`src/rtl/sccpu_dmem_io.sv`:
```
// Data-memory stage for the single-cycle CPU.
// Holds a word-addressed RAM and a small memory-mapped I/O block made up of an
// LED register, a synchronized switch input and a programmable timer.
// Loads are combinational so that they complete within the core's cycle.
// Stores commit on the rising clock edge.
module sccpu_dmem_io #(
    parameter int ADDR_W  = 5,
    parameter int TIMER_W = 32
) (
    input  logic        clock,
    input  logic        resetn,
    input  logic [31:0] addr,
    input  logic [31:0] wdata,
    input  logic        wmem,
    output logic [31:0] rdata,
    input  logic [15:0] sw,
    output logic [15:0] led,
    output logic        irq
);

    // Word offsets inside the I/O region (addr[7:2])
    localparam logic [5:0] OFF_LED  = 6'h00;
    localparam logic [5:0] OFF_SW   = 6'h01;
    localparam logic [5:0] OFF_CNT  = 6'h02;
    localparam logic [5:0] OFF_CMP  = 6'h03;
    localparam logic [5:0] OFF_CTRL = 6'h04;

    logic [31:0]        mem [2**ADDR_W];

    logic               ram_sel;
    logic               io_sel;
    logic [ADDR_W-1:0]  ram_idx;
    logic [5:0]         io_off;

    logic               ram_we;
    logic               led_we;
    logic               cnt_we;
    logic               cmp_we;
    logic               ctrl_we;

    logic [15:0]        sw_s1;
    logic [15:0]        sw_s2;

    logic [TIMER_W-1:0] cnt;
    logic [TIMER_W-1:0] cmp;
    logic [TIMER_W-1:0] cnt_inc;
    logic               en;
    logic               auto_rl;
    logic               ie;
    logic               match;
    logic               match_evt;

    // Byte-lane bits, aliased RAM bits and (for narrow timers) upper store
    // bits carry no meaning here; folding them keeps them visibly consumed.
    logic               unused_bits;
    assign unused_bits = ^{addr, wdata};

    // Region and register decode; addr[1:0] never participates.
    assign ram_sel = (addr[31:28] == 4'h0);
    assign io_sel  = (addr[31:28] == 4'hF);
    assign ram_idx = addr[ADDR_W+1:2];
    assign io_off  = addr[7:2];

    assign ram_we  = wmem && ram_sel;
    assign led_we  = wmem && io_sel && (io_off == OFF_LED);
    assign cnt_we  = wmem && io_sel && (io_off == OFF_CNT);
    assign cmp_we  = wmem && io_sel && (io_off == OFF_CMP);
    assign ctrl_we = wmem && io_sel && (io_off == OFF_CTRL);

    // A CPU load of CNT takes priority, so a compare hit in that cycle is not
    // treated as a match event.
    assign match_evt = en && !cnt_we && (cnt == cmp);
    assign cnt_inc   = cnt + TIMER_W'(1);

    assign irq = match && ie;

    // RAM write port; contents survive reset.
    always_ff @(posedge clock) begin
        if (ram_we) begin
            mem[ram_idx] <= wdata;
        end
    end

    // LED register and two-flop switch synchronizer.
    always_ff @(posedge clock or negedge resetn) begin
        if (!resetn) begin
            led   <= '0;
            sw_s1 <= '0;
            sw_s2 <= '0;
        end else begin
            sw_s1 <= sw;
            sw_s2 <= sw_s1;
            if (led_we) begin
                led <= wdata[15:0];
            end
        end
    end

    // Timer compare value and control bits.
    always_ff @(posedge clock or negedge resetn) begin
        if (!resetn) begin
            cmp     <= '0;
            en      <= 1'b0;
            auto_rl <= 1'b0;
            ie      <= 1'b0;
        end else begin
            if (cmp_we) begin
                cmp <= wdata[TIMER_W-1:0];
            end
            if (ctrl_we) begin
                en      <= wdata[0];
                auto_rl <= wdata[1];
                ie      <= wdata[2];
            end
        end
    end

    // Timer count and sticky match flag; a match in the same cycle as a
    // write-one-to-clear keeps the flag set.
    always_ff @(posedge clock or negedge resetn) begin
        if (!resetn) begin
            cnt   <= '0;
            match <= 1'b0;
        end else begin
            if (cnt_we) begin
                cnt <= wdata[TIMER_W-1:0];
            end else if (match_evt) begin
                cnt <= auto_rl ? '0 : cnt_inc;
            end else if (en) begin
                cnt <= cnt_inc;
            end

            if (match_evt) begin
                match <= 1'b1;
            end else if (ctrl_we && wdata[8]) begin
                match <= 1'b0;
            end
        end
    end

    // Combinational load mux; unmapped space reads as zero.
    always_comb begin
        rdata = '0;
        if (ram_sel) begin
            rdata = mem[ram_idx];
        end else if (io_sel) begin
            case (io_off)
                OFF_LED:  rdata = {16'h0000, led};
                OFF_SW:   rdata = {16'h0000, sw_s2};
                OFF_CNT:  rdata = 32'(cnt);
                OFF_CMP:  rdata = 32'(cmp);
                OFF_CTRL: rdata = {23'd0, match, 5'd0, ie, auto_rl, en};
                default:  rdata = '0;
            endcase
        end
    end

endmodule

```
`config.mk`:
```
export PLATFORM = sky130hd
export DESIGN_NAME = sccpu_dmem_io
export DESIGN_NICKNAME = d
export VERILOG_FILES = /design/src/rtl/sccpu_dmem_io.sv
export SDC_FILE = /design/constraint.sdc
export NUM_CORES = 1
export LEC_CHECK = 0
export ABC_AREA = 1
export ABC_CLOCK_PERIOD_IN_PS = 1650
export BUFFER_PORTS_ARGS = -buffer_cell sky130_fd_sc_hd__buf_2
export CORE_AREA = 2 2 394 396
export CTS_CLUSTER_SIZE = 30
export DETAILED_ROUTE_END_ITERATION = 8
export DIE_AREA = 0 0 396 398
export GPL_TIMING_DRIVEN = 1
export PLACE_DENSITY = 0.51
export RECOVER_POWER = 50
export SYNTH_ARGS = -nofsm -noshare
export SYNTH_HDL_FRONTEND = slang
export SYNTH_SLANG_ARGS = --single-unit
export TNS_END_PERCENT = 30
```
`constraint.sdc`:
```
create_clock -name clock -period 1.65 [get_ports clock]
set_clock_uncertainty 0.05 [all_clocks]
set_input_delay 0.0825 -clock clock [delete_from_list [all_inputs] [get_ports clock]]
set_output_delay 0.0825 -clock clock [all_outputs]
set_load 0.02 [all_outputs]
```
==> metrics.csv <==
stage,metric,value,unit
timing,Worst-Margin Slew,1366,ps
pwr,Power Dens Cells,1065,nW/um^2
worst_setup_path,cell mode on critical path,buf_4,
worst_setup_path,crit path cell chain,"clkbuf_2, buf_4, nor2_4, buf_4, inv_1, nor2_1, clkbuf_2, buf_4, a22oi_1, nand3_1, nand2_1, nand2_1, buf_2",
grt,initial antenna violation count,14,
timing,unrepaired setup endpoints after global routing,true,
grt,Global Route Usage Sum,0.2011,
placement,I/O Buffers,109,
drt,Routed WL,160200,um
timing,final hold violations,0,
drt,vias,31781,
timing,Slew Limit Fails,0,
worst_setup_path,Crit Path Class,in -> out,
placement,worst slack at placement,-631.0,ps
pwr,Switching Share,0.2267,
pwr,static leakage,21.12,nW
yosys,Cells after Synth,3784,
outcome,status,"finished, violations left",
grt,vias in the first global route,31133,
pwr,Clk pwr share,0.432,
clocking,worst skew pair latency,720,ps
floorplanning,core area,153300,sq um
clocking,Root Driver,clkbuf_16,
drt,Post-DRT Antenna Nets,0,
clocking,CTS Buf Count,117,
drt,vias per inst,4.877,
grt,largest net degree at the start of global routing,54,
yosys,#FFs+latches synth,1140,
timing,achievable frequency,446.2,MHz
placement,Detail Placement HPWL,103300,um
pwr,NetSw,14.20,mW
yosys,ys flop type,edfxtp_1,
pwr,Comb power frac,0.062,
worst_setup_path,max incr delay on CP,270,ps
drt,drc violations,0,
floorplanning,Initial Utilization,0.2985,
grt,first-pass GRT wire length,228300,um
yosys,cell area after synthesis,45770,sq um
cells_and_area,share of post-route cells with drive strength above 1,0.2138,
yosys,Post-synth ARST share,0.1018,
timing,Slew HR,0.08918,
yosys,post-synth cell types,35,
cells_and_area,Final Non-Filler Cells,6516,
clocking,CTS tree,done,
worst_setup_path,crit path launch type,input pin,
yosys,Synth Warn #,0,
pwr,sequential share of power,0.506,
drt,WL per Instance,24.58,um
drt,initial drt markers,3314,
pwr,Worst VDD drop,0.0009982,V
floorplanning,Die Area,157600,sq um
worst_setup_path,CP Data Required Time,1520,ps
clocking,maximum clock path buffer count,3,
floorplanning,Die X,396,um
cells_and_area,"commonest non-fill, non-tap cell in the layout",nand2_1,
timing,final worst path period share,1.358,
clocking,clock sinks,1140,
worst_hold_path,Hold WC Path Type,in -> reg,
timing,setup slack after layout,-591.0,ps
yosys,mean post-synth cell area,12.09,sq um
run,max_cap viols,0,
floorplanning,std cell rows,144,
worst_setup_path,"Max FO, Critical Path",8,
worst_setup_path,Slowest cell on crit path,clkbuf_2,
clocking,"CTS clk-pin slew, worst paths",60,ps
timing,Setup-failing EPs final,66,
cells_and_area,layout net count,4449,
placement,routability cong.,0.9026,
pwr,Pint,48.43,mW
yosys,"EDFF count, synth",1024,
outcome,failing checks,setup timing,
clocking,# H-tree levels,3,
cells_and_area,Fillers,14677,
cells_and_area,Synth-to-Final Area Change,28.44,%
floorplanning,Ports,132,
cells_and_area,most frequent cells in the layout,"nand2_1 (1210), edfxtp_1 (1024), buf_4 (307)",
yosys,Mapped Nets,3868,
floorplanning,chip height,398,um
drt,DR pass1 iterations,6,
worst_setup_path,Worst Setup End Kind,primary output,
grt,GR Overflow Total,0,
timing,minimum clock period after layout,2241,ps
placement,placed cell count,6222,
yosys,"Seq/Total Area, Yosys",0.7353,
worst_setup_path,Crit path arrival time,2110,ps
worst paths after layout:
| check | start | endpoint | slack [ps] | cells after the start |
|---|---|---|---|---|
| setup / recovery | addr[3] | rdata[10] | -590 | 13 |
| hold / removal | sw[12] | sw_s1[12] | 60 | 2 |
| max in group asynchronous | resetn | sw_s1[3] | 180 | 3 |
| hold reg to reg | sw_s1[0] | sw_s2[0] | 290 | 0 |
| setup reg to reg | cnt[0] | cnt[30] | -250 | 11 |
| min in group asynchronous | resetn | cmp[18] | 720 | 3 |
cell families (layout without fill, tap and decap cells):
logic type | count (synthesis) | after routing | share of synthesized area
XOR/XNOR | 41 | 41 | 0.007847
AO/OA/AOI/OAI | 286 | 286 | 0.03869
buffers and inverters | 369 | 1051 | 0.03461
flip-flops | 1140 | 1140 | 0.7353
AND/OR/NAND/NOR | 1947 | 1947 | 0.1833
other | 0 | 6 | 0
adder cells (fa/ha/maj) | 1 | 1 | 0.0002734
synth_stat cells (2+ instances only):
cell type | instances | area (sq um)
nand2_1 | 1264 | 4745
edfxtp_1 | 1024 | 30750
nand4_1 | 219 | 1370
nor2_1 | 184 | 690.7
nand3_1 | 180 | 900.9
inv_1 | 168 | 630.6
dfrtp_1 | 116 | 2903
a22oi_1 | 100 | 750.7
buf_2 | 72 | 360.4
clkbuf_1 | 70 | 262.8
and2_1 | 60 | 375.4
a21oi_1 | 55 | 275.3
o22ai_1 | 45 | 281.5
o21ai_1 | 40 | 200.2
o21ai_0 | 33 | 165.2
xor2_1 | 27 | 236.5
buf_4 | 26 | 195.2
buf_1 | 23 | 86.33
nor3_1 | 17 | 85.08
xnor2_1 | 14 | 122.6
o211ai_1 | 13 | 97.59
nand3b_1 | 8 | 60.06
inv_2 | 6 | 22.52
nor2_4 | 6 | 67.56
clkbuf_2 | 3 | 15.01
nor3_2 | 2 | 20.02
sequential cells by signal, summed over array words and instances, names as in the netlist:
name     flops
mem       1024
cmp         32
cnt         32
led         16
sw_s1       16
sw_s2       16
auto_rl      1
en           1
ie           1
match        1
power by group through the flow:
stage / Sequential [mW] / Combinational [mW] / Clock, mW
after detailed placement: 32.2 / 3.65 / 0
final: 31.7 / 3.91 / 27.1
after floorplan: 32.2 / 1.58 / 0
after global routing: 31.7 / 4.22 / 28.6
after global placement: 32.2 / 3.64 / 0
after CTS: 31.6 / 3.92 / 27.4
per-stage QoR:
stage	instance area [sq um]	hold WS (ps)	power, mW	TNS (ps)	util
3_3_place_gp	53500	-17.32	35.89	-404590	0.3489
2_1_floorplan	46110	-263.1	33.83	-373360	-
6_report	58780	58.76	62.63	-19520	0.3834
3_5_place_dp	53500	-10.11	35.90	-422960	0.3489
4_1_cts	58740	4.510	62.99	-21050	0.3831
5_1_grt	58770	41.42	64.47	-28550	0.3833
layout make-up:
cell class / count / area (sq um) / share of cell area
multi-input combinational: 2275 / 11550 / 0.1965
inverter: 174 / 663.1 / 0.01128
clock inverter: 86 / 847.1 / 0.01441
antenna: 6 / 15.01 / 0.0002554
sequential: 1140 / 33660 / 0.5726
clock buffer: 134 / 3064 / 0.05213
timing repair buffer: 657 / 6424 / 0.1093
tap: 2044 / 2557 / 0.04351
per-layer routing:
| layer | wire [um] | vias up | track usage |
|---|---|---|---|
| met5 | 60 | - | 0 |
| met2 | 72560 | 1169 | 0.3127 |
| met4 | 5631 | 10 | 0.07122 |
| li1 | - | 14503 | - |
| met3 | 11590 | 220 | 0.03833 |
| met1 | 70310 | 15879 | 0.2804 |
what timing repair did:
action | CTS | global route
hold endpoints to repair | 1197 | 0
setup buffers | 6 | 1
resized for setup | 186 | 85
hold buffers | 64 | 0
setup endpoints to repair | 66 | 65
pin swaps | 108 | 86
worst max-delay path, delay by kind of cell:
family	cells	cell delay [ps]
buffers and inverters	7	1340
AND/OR/NAND/NOR	5	590
AO/OA/AOI/OAI	1	70
(Power assumes the default switching activity.)
